### src/rtl/prog_mem_ctrl.sv
// Program memory controller: loads a program word-by-word, then fetches it
// sequentially with jump, stall and wrap-around support.
module prog_mem_ctrl #(
    parameter int unsigned           WORD_WIDTH = 32,
    parameter int unsigned           DEPTH      = 128,
    parameter int unsigned           ADDR_W     = 7,
    parameter logic [WORD_WIDTH-1:0] NOP_WORD   = '0
) (
    input  logic                  clk,
    input  logic                  rst,
    input  logic                  rst_counter,
    input  logic                  ld_en,
    input  logic                  rd_en,
    input  logic [WORD_WIDTH-1:0] Load_data,
    input  logic                  jump,
    input  logic [ADDR_W-1:0]     jump_to,
    input  logic                  stall,
    output logic [WORD_WIDTH-1:0] instruction,
    output logic [ADDR_W-1:0]     ins_addr,
    output logic                  ins_valid,
    output logic [ADDR_W:0]       prog_len,
    output logic                  full,
    output logic                  err
);

    typedef enum logic [1:0] {
        IDLE,
        LOAD,
        RUN
    } state_e;

    localparam logic [ADDR_W:0] DEPTH_L = (ADDR_W+1)'(DEPTH);

    state_e                  state_q;
    logic [WORD_WIDTH-1:0]   mem [DEPTH];
    logic [ADDR_W-1:0]       pc_q;
    logic [ADDR_W-1:0]       pc_d;
    logic [ADDR_W:0]         len_q;
    logic [WORD_WIDTH-1:0]   instr_q;
    logic [ADDR_W-1:0]       addr_q;
    logic                    valid_q;
    logic                    err_q;

    logic ld_only;
    logic rd_only;
    logic both_req;
    logic do_write;
    logic do_fetch;
    logic in_prog;
    logic jump_oob;

    // Mode decode; rst_counter outranks both requests, rst is handled in the flops.
    always_comb begin
        ld_only  = !rst_counter && ld_en && !rd_en;
        rd_only  = !rst_counter && rd_en && !ld_en;
        both_req = !rst_counter && ld_en && rd_en;
        do_write = !rst && ld_only && (state_q != RUN) && !full;
        do_fetch = rd_only && !stall;
        pc_d     = jump ? jump_to : pc_q + 1'b1;
        in_prog  = {1'b0, pc_q} < len_q;
        jump_oob = {1'b0, jump_to} >= len_q;
    end

    // Storage has no reset so it maps onto RAM and survives rst/rst_counter.
    always_ff @(posedge clk) begin
        if (do_write) begin
            mem[len_q[ADDR_W-1:0]] <= Load_data;
        end
    end

    always_ff @(posedge clk) begin
        if (rst) begin
            state_q <= IDLE;
            pc_q    <= '0;
            len_q   <= '0;
            instr_q <= '0;
            addr_q  <= '0;
            valid_q <= 1'b0;
            err_q   <= 1'b0;
        end else if (rst_counter) begin
            pc_q <= '0;
            if (state_q != RUN) begin
                len_q <= '0;
            end
        end else if (both_req) begin
            err_q <= 1'b1;
        end else if (ld_only) begin
            state_q <= LOAD;
            // Coming out of RUN spends one cycle turning around without writing.
            if (state_q != RUN) begin
                if (!full) begin
                    len_q <= len_q + 1'b1;
                end else begin
                    err_q <= 1'b1;
                end
            end
        end else if (rd_only) begin
            state_q <= RUN;
            if (do_fetch) begin
                addr_q <= pc_q;
                pc_q   <= pc_d;
                if (in_prog) begin
                    instr_q <= mem[pc_q];
                    valid_q <= 1'b1;
                end else begin
                    instr_q <= NOP_WORD;
                    valid_q <= 1'b0;
                end
                if (jump && jump_oob) begin
                    err_q <= 1'b1;
                end
            end
        end else begin
            state_q <= IDLE;
        end
    end

    assign full        = (len_q == DEPTH_L);
    assign prog_len    = len_q;
    assign instruction = instr_q;
    assign ins_addr    = addr_q;
    assign ins_valid   = valid_q;
    assign err         = err_q;

endmodule

### config.mk
export PLATFORM = sky130hd
export DESIGN_NAME = prog_mem_ctrl
export DESIGN_NICKNAME = d
export VERILOG_FILES = /design/src/rtl/prog_mem_ctrl.sv
export SDC_FILE = /design/constraint.sdc
export NUM_CORES = 2
export LEC_CHECK = 0
export CAP_MARGIN = 25
export CORE_ASPECT_RATIO = 1.4
export CORE_MARGIN = 2
export CORE_UTILIZATION = 45
export DETAILED_ROUTE_END_ITERATION = 12
export GPL_TIMING_DRIVEN = 0
export MAX_ROUTING_LAYER = met4
export PLACE_DENSITY = 0.59
export REMOVE_ABC_BUFFERS = 1
export SYNTH_ARGS = -nofsm -noshare
export SYNTH_HDL_FRONTEND = slang
export SYNTH_SLANG_ARGS = --single-unit
### constraint.sdc
create_clock -name clk -period 4.8 [get_ports clk]
set_clock_uncertainty 0.05 [all_clocks]
set_input_delay 0.96 -clock clk [delete_from_list [all_inputs] [get_ports clk]]
set_output_delay 0.96 -clock clk [all_outputs]
set_load 0.005 [all_outputs]
==> reports/qor.yml <==
outcome:
  outcome: "finished clean"
cells_and_area:
  seqCellArea_um2: 124000
  synthToLayoutAreaGrowth_pct: 16.5
  multi_input_area_um2: 33700
  drive_gt1_share_pct: 28.1
  fin_area_um2: 185000
  fin_cells: 12600
  fillers: 26800
  fin_nets: 7591
grt:
  grtUsageMet2_pct: 41.3
  antenna_found_initial: 26
  grt_pass1_vias: 77700
  grt_use_met3_pct: 3.15
  grt_usage_pct: 25.1
  grt_overflow: 0
  grt_pass1_wl_um: 611000
  grt_start_max_net_pins: 105
  grtUsageMet1_pct: 32.2
  grt.busiest_layer: "met2"
detailed_routing:
  wl_per_cell_um: 35.0
  dr.first_iter.drc_count: 8977
  via_count: 76900
  ant_nets: 0
  drt_wl_total_um: 439000
  route.detailed.drc: 0
  vias_per_cell: 6.12
  drtPass1Iterations: 5
power:
  p_switching_uw: 14300
  powerDensity_nw_per_um2: 386
  pwr-share-seq_pct: 55.8
  clkPwrFrac_pct: 42.2
  ir_worst_vdd_uv: 303
  power.share.switching_pct: 20.1
  power.internal_uw: 57100
  p_comb_share_pct: 2.0
  power_leakage_uw: 0.0551
setup_path:
  required_ns: 5.59
  cp_slowest_stage_delay_ns: 0.77
  crit_slowest_cell: "o22ai_2"
  critPathLaunchType: "flip-flop"
  critPathKind: "flip-flop to flip-flop"
  path_cells: "buf_4 > buf_16 > buf_16 > buf_16 > buf_16 > mux4_2 > mux4_2 > o22ai_2 > nor4_1 > a211o_1"
  worstReg2RegEnd: "instruction[3]"
  reg2reg_slack_ns: 0.14
  cp_top_family: "buffers and inverters"
  cp.arrival_ns: 5.45
  critPathMostFrequentCell: "buf_16"
  crit_path_max_fanout: 40
  critPathBufInv: 5
  cp-end-kind: "flip-flop"
  r2r_cells: 10
die:
  die_h_um: 707
  initial_core_util_pct: 45.1
  dieArea_um2: 358000
  placementRows: 258
  io_pins: 96
  fp.coreArea_um2: 352000
  die_w_um: 506
synthesis:
  synth_area_leaders: "edfxtp_1, mux4_2, mux2i_1, dfxtp_1, nor2_1"
  synth_seq_cells: 4161
  synth_edf_count: 4096
  synth_cell_types: 60
  yosys.area.top_type: "edfxtp_1"
  yosysSeqAreaShare_pct: 78.3
  yosysWarnings: 0
  synth_area_um2: 159000
  synth_top_area_share_pct: 77.5
  syn_area_per_cell_um2: 22.6
  synth-async-reset-ratio_pct: 0
  ys.flop_type: "edfxtp_1"
  syn_inst: 7016
cts:
  cts.htree.levels: 5
  clk_latency_ns: 0.95
  cts_buffers: 393
  max-clock-path-buffers: 4
  root_buffer: "clkbuf_16"
  clock_sinks: 4161
  ctsHoldBuffers: 0
  cts_tree: "built"
  clk_pin_slew_ns: 0.06
placed_design:
  post-place-ws_ns: -0.924
  port_buffers: 95
  place_area_um2: 172000
  dpl.hpwl_um: 276000
  dp.cells: 11800
  place_congestion: 0.790
flow_run:
  drv_cap: 0
timing:
  layout_setup_ws_ns: 0.142
  maxSlewHeadroom_pct: 23.0
  fin_crit_ns: 4.66
  finalHoldViolations: 0
  worst_pin_slew_ns: 1.13
  max_freq_ghz: 0.215
  fin_crit_sh_pct: 97.1
  holdWs_ns: 0.350
  timing.final.max_slew_violations: 0
  setup_viol: 0
hold_path:
  holdPathStages: 1
  holdPathEnd: "mem[86][11]"
  min-delay-path-class: "input pin to flip-flop"
  worstHoldStart: "Load_data[11]"
==> cell type report <==
cell class                      count  area share, %
Antenna cell                       35         0.0473
Tap cell                         4680           3.17
Sequential cell                  4161           67.2
Clock buffer                      503           5.69
Multi-Input combinational cell   2455           18.2
Timing Repair Buffer              506           4.71
Inverter                           12         0.0244
Clock inverter                    199          0.922
==> cells in the final DEF, fill, tap and decap left out, drive strengths merged, types with 10 or more instances in the layout <==
cell type / instances
clkinvlp: 10
mux2: 81
a2111oi: 54
a221o: 15
nand3: 15
o22a: 10
o221ai: 58
mux2i: 331
dfxtp: 65
a211oi: 37
o22ai: 145
o21bai: 10
bufinv: 26
edfxtp: 4096
a22oi: 11
nor3: 16
buf: 437
nor2: 263
inv: 17
mux4: 960
clkdlybuf4s50: 63
diode: 35
a221oi: 14
clkbuf: 504
nor4: 35
o211ai: 11
clkinv: 158
nor2b: 44
o31ai: 12
a211o: 40
a21oi: 93
nand2: 77
o21ai: 38
ha: 16
==> registers in the layout (all words and copies together) (netlist names), named ones only <==
signal / cells
mem: 4096
state_q: 2
ins_addr: 7
ins_valid: 1
err: 1
prog_len: 8
pc_q: 7
instruction: 32
==> how the worst max path moves through the flow <==
| stage | startpoint | to | slack [ns] | cells after the start |
|---|---|---|---|---|
| after detailed placement | flip-flop | instruction[25] | -0.92 | 14 |
| after global placement | flip-flop | instruction[19] | -85.23 | 5 |
| after floorplan | flip-flop | instruction[0] | -46.64 | 6 |
| after CTS | flip-flop | instruction[23] | 0.01 | 10 |
| final | flip-flop | instruction[3] | 0.14 | 10 |
| after global routing | flip-flop | instruction[10] | -0.003 | 14 |
==> power groups by stage <==
stage / sequential (uW) / clock (uW) / combinational (uW)
detailed placement: 40700 / 0 / 1400
global placement: 41000 / 0 / 2350
CTS: 39900 / 30600 / 1410
global route: 39900 / 31900 / 1480
floorplan: 40800 / 0 / 1090
finish: 39900 / 30200 / 1400
==> logic make-up after synthesis <==
group | count (synthesis) | share of synthesized area (%)
flops | 4161 | 78.3
simple gates | 484 | 1.37
compound gates | 575 | 2.56
mux | 1372 | 16.3
xor+xnor | 6 | 0.0331
buf+inv | 402 | 1.36
fa+ha+maj | 16 | 0.126
==> timing repair <==
item,in CTS,in global routing
gates cloned,3,1
hold endpoints to repair,0,0
buffers inserted,54,2
setup endpoints to repair,2491,301
pin swaps,14,0
gates resized for setup,19,3
==> metal layers <==
layer	vias up	wire length, um
met5	-	0
met4	0	18700
met3	602	28900
met2	3159	223000
met1	42100	168000
li1	31000	-
==> synthesized netlist by cell type (54+ instances only) <==
| library cell | count |
|---|---|
| edfxtp_1 | 4096 |
| buf_4 | 57 |
| mux4_2 | 960 |
| o22ai_1 | 145 |
| a21oi_1 | 93 |
| dfxtp_1 | 65 |
| clkbuf_1 | 162 |
| o221ai_1 | 58 |
| nand2_1 | 77 |
| nor2_1 | 261 |
| buf_2 | 115 |
| a2111oi_0 | 54 |
| mux2i_1 | 331 |
| mux2_2 | 81 |
==> per-stage QoR <==
stage | util (%) | power (uW) | TNS (ns)
after CTS | 52.5 | 71900 | 0
after global placement | 46.5 | 43400 | -
after detailed placement | 48.8 | 42100 | -801.00
after global routing | 52.6 | 73200 | -0.00334
after floorplan | - | 41800 | -1485.05
final | 52.6 | 71500 | 0
(Power assumes the default switching activity.)
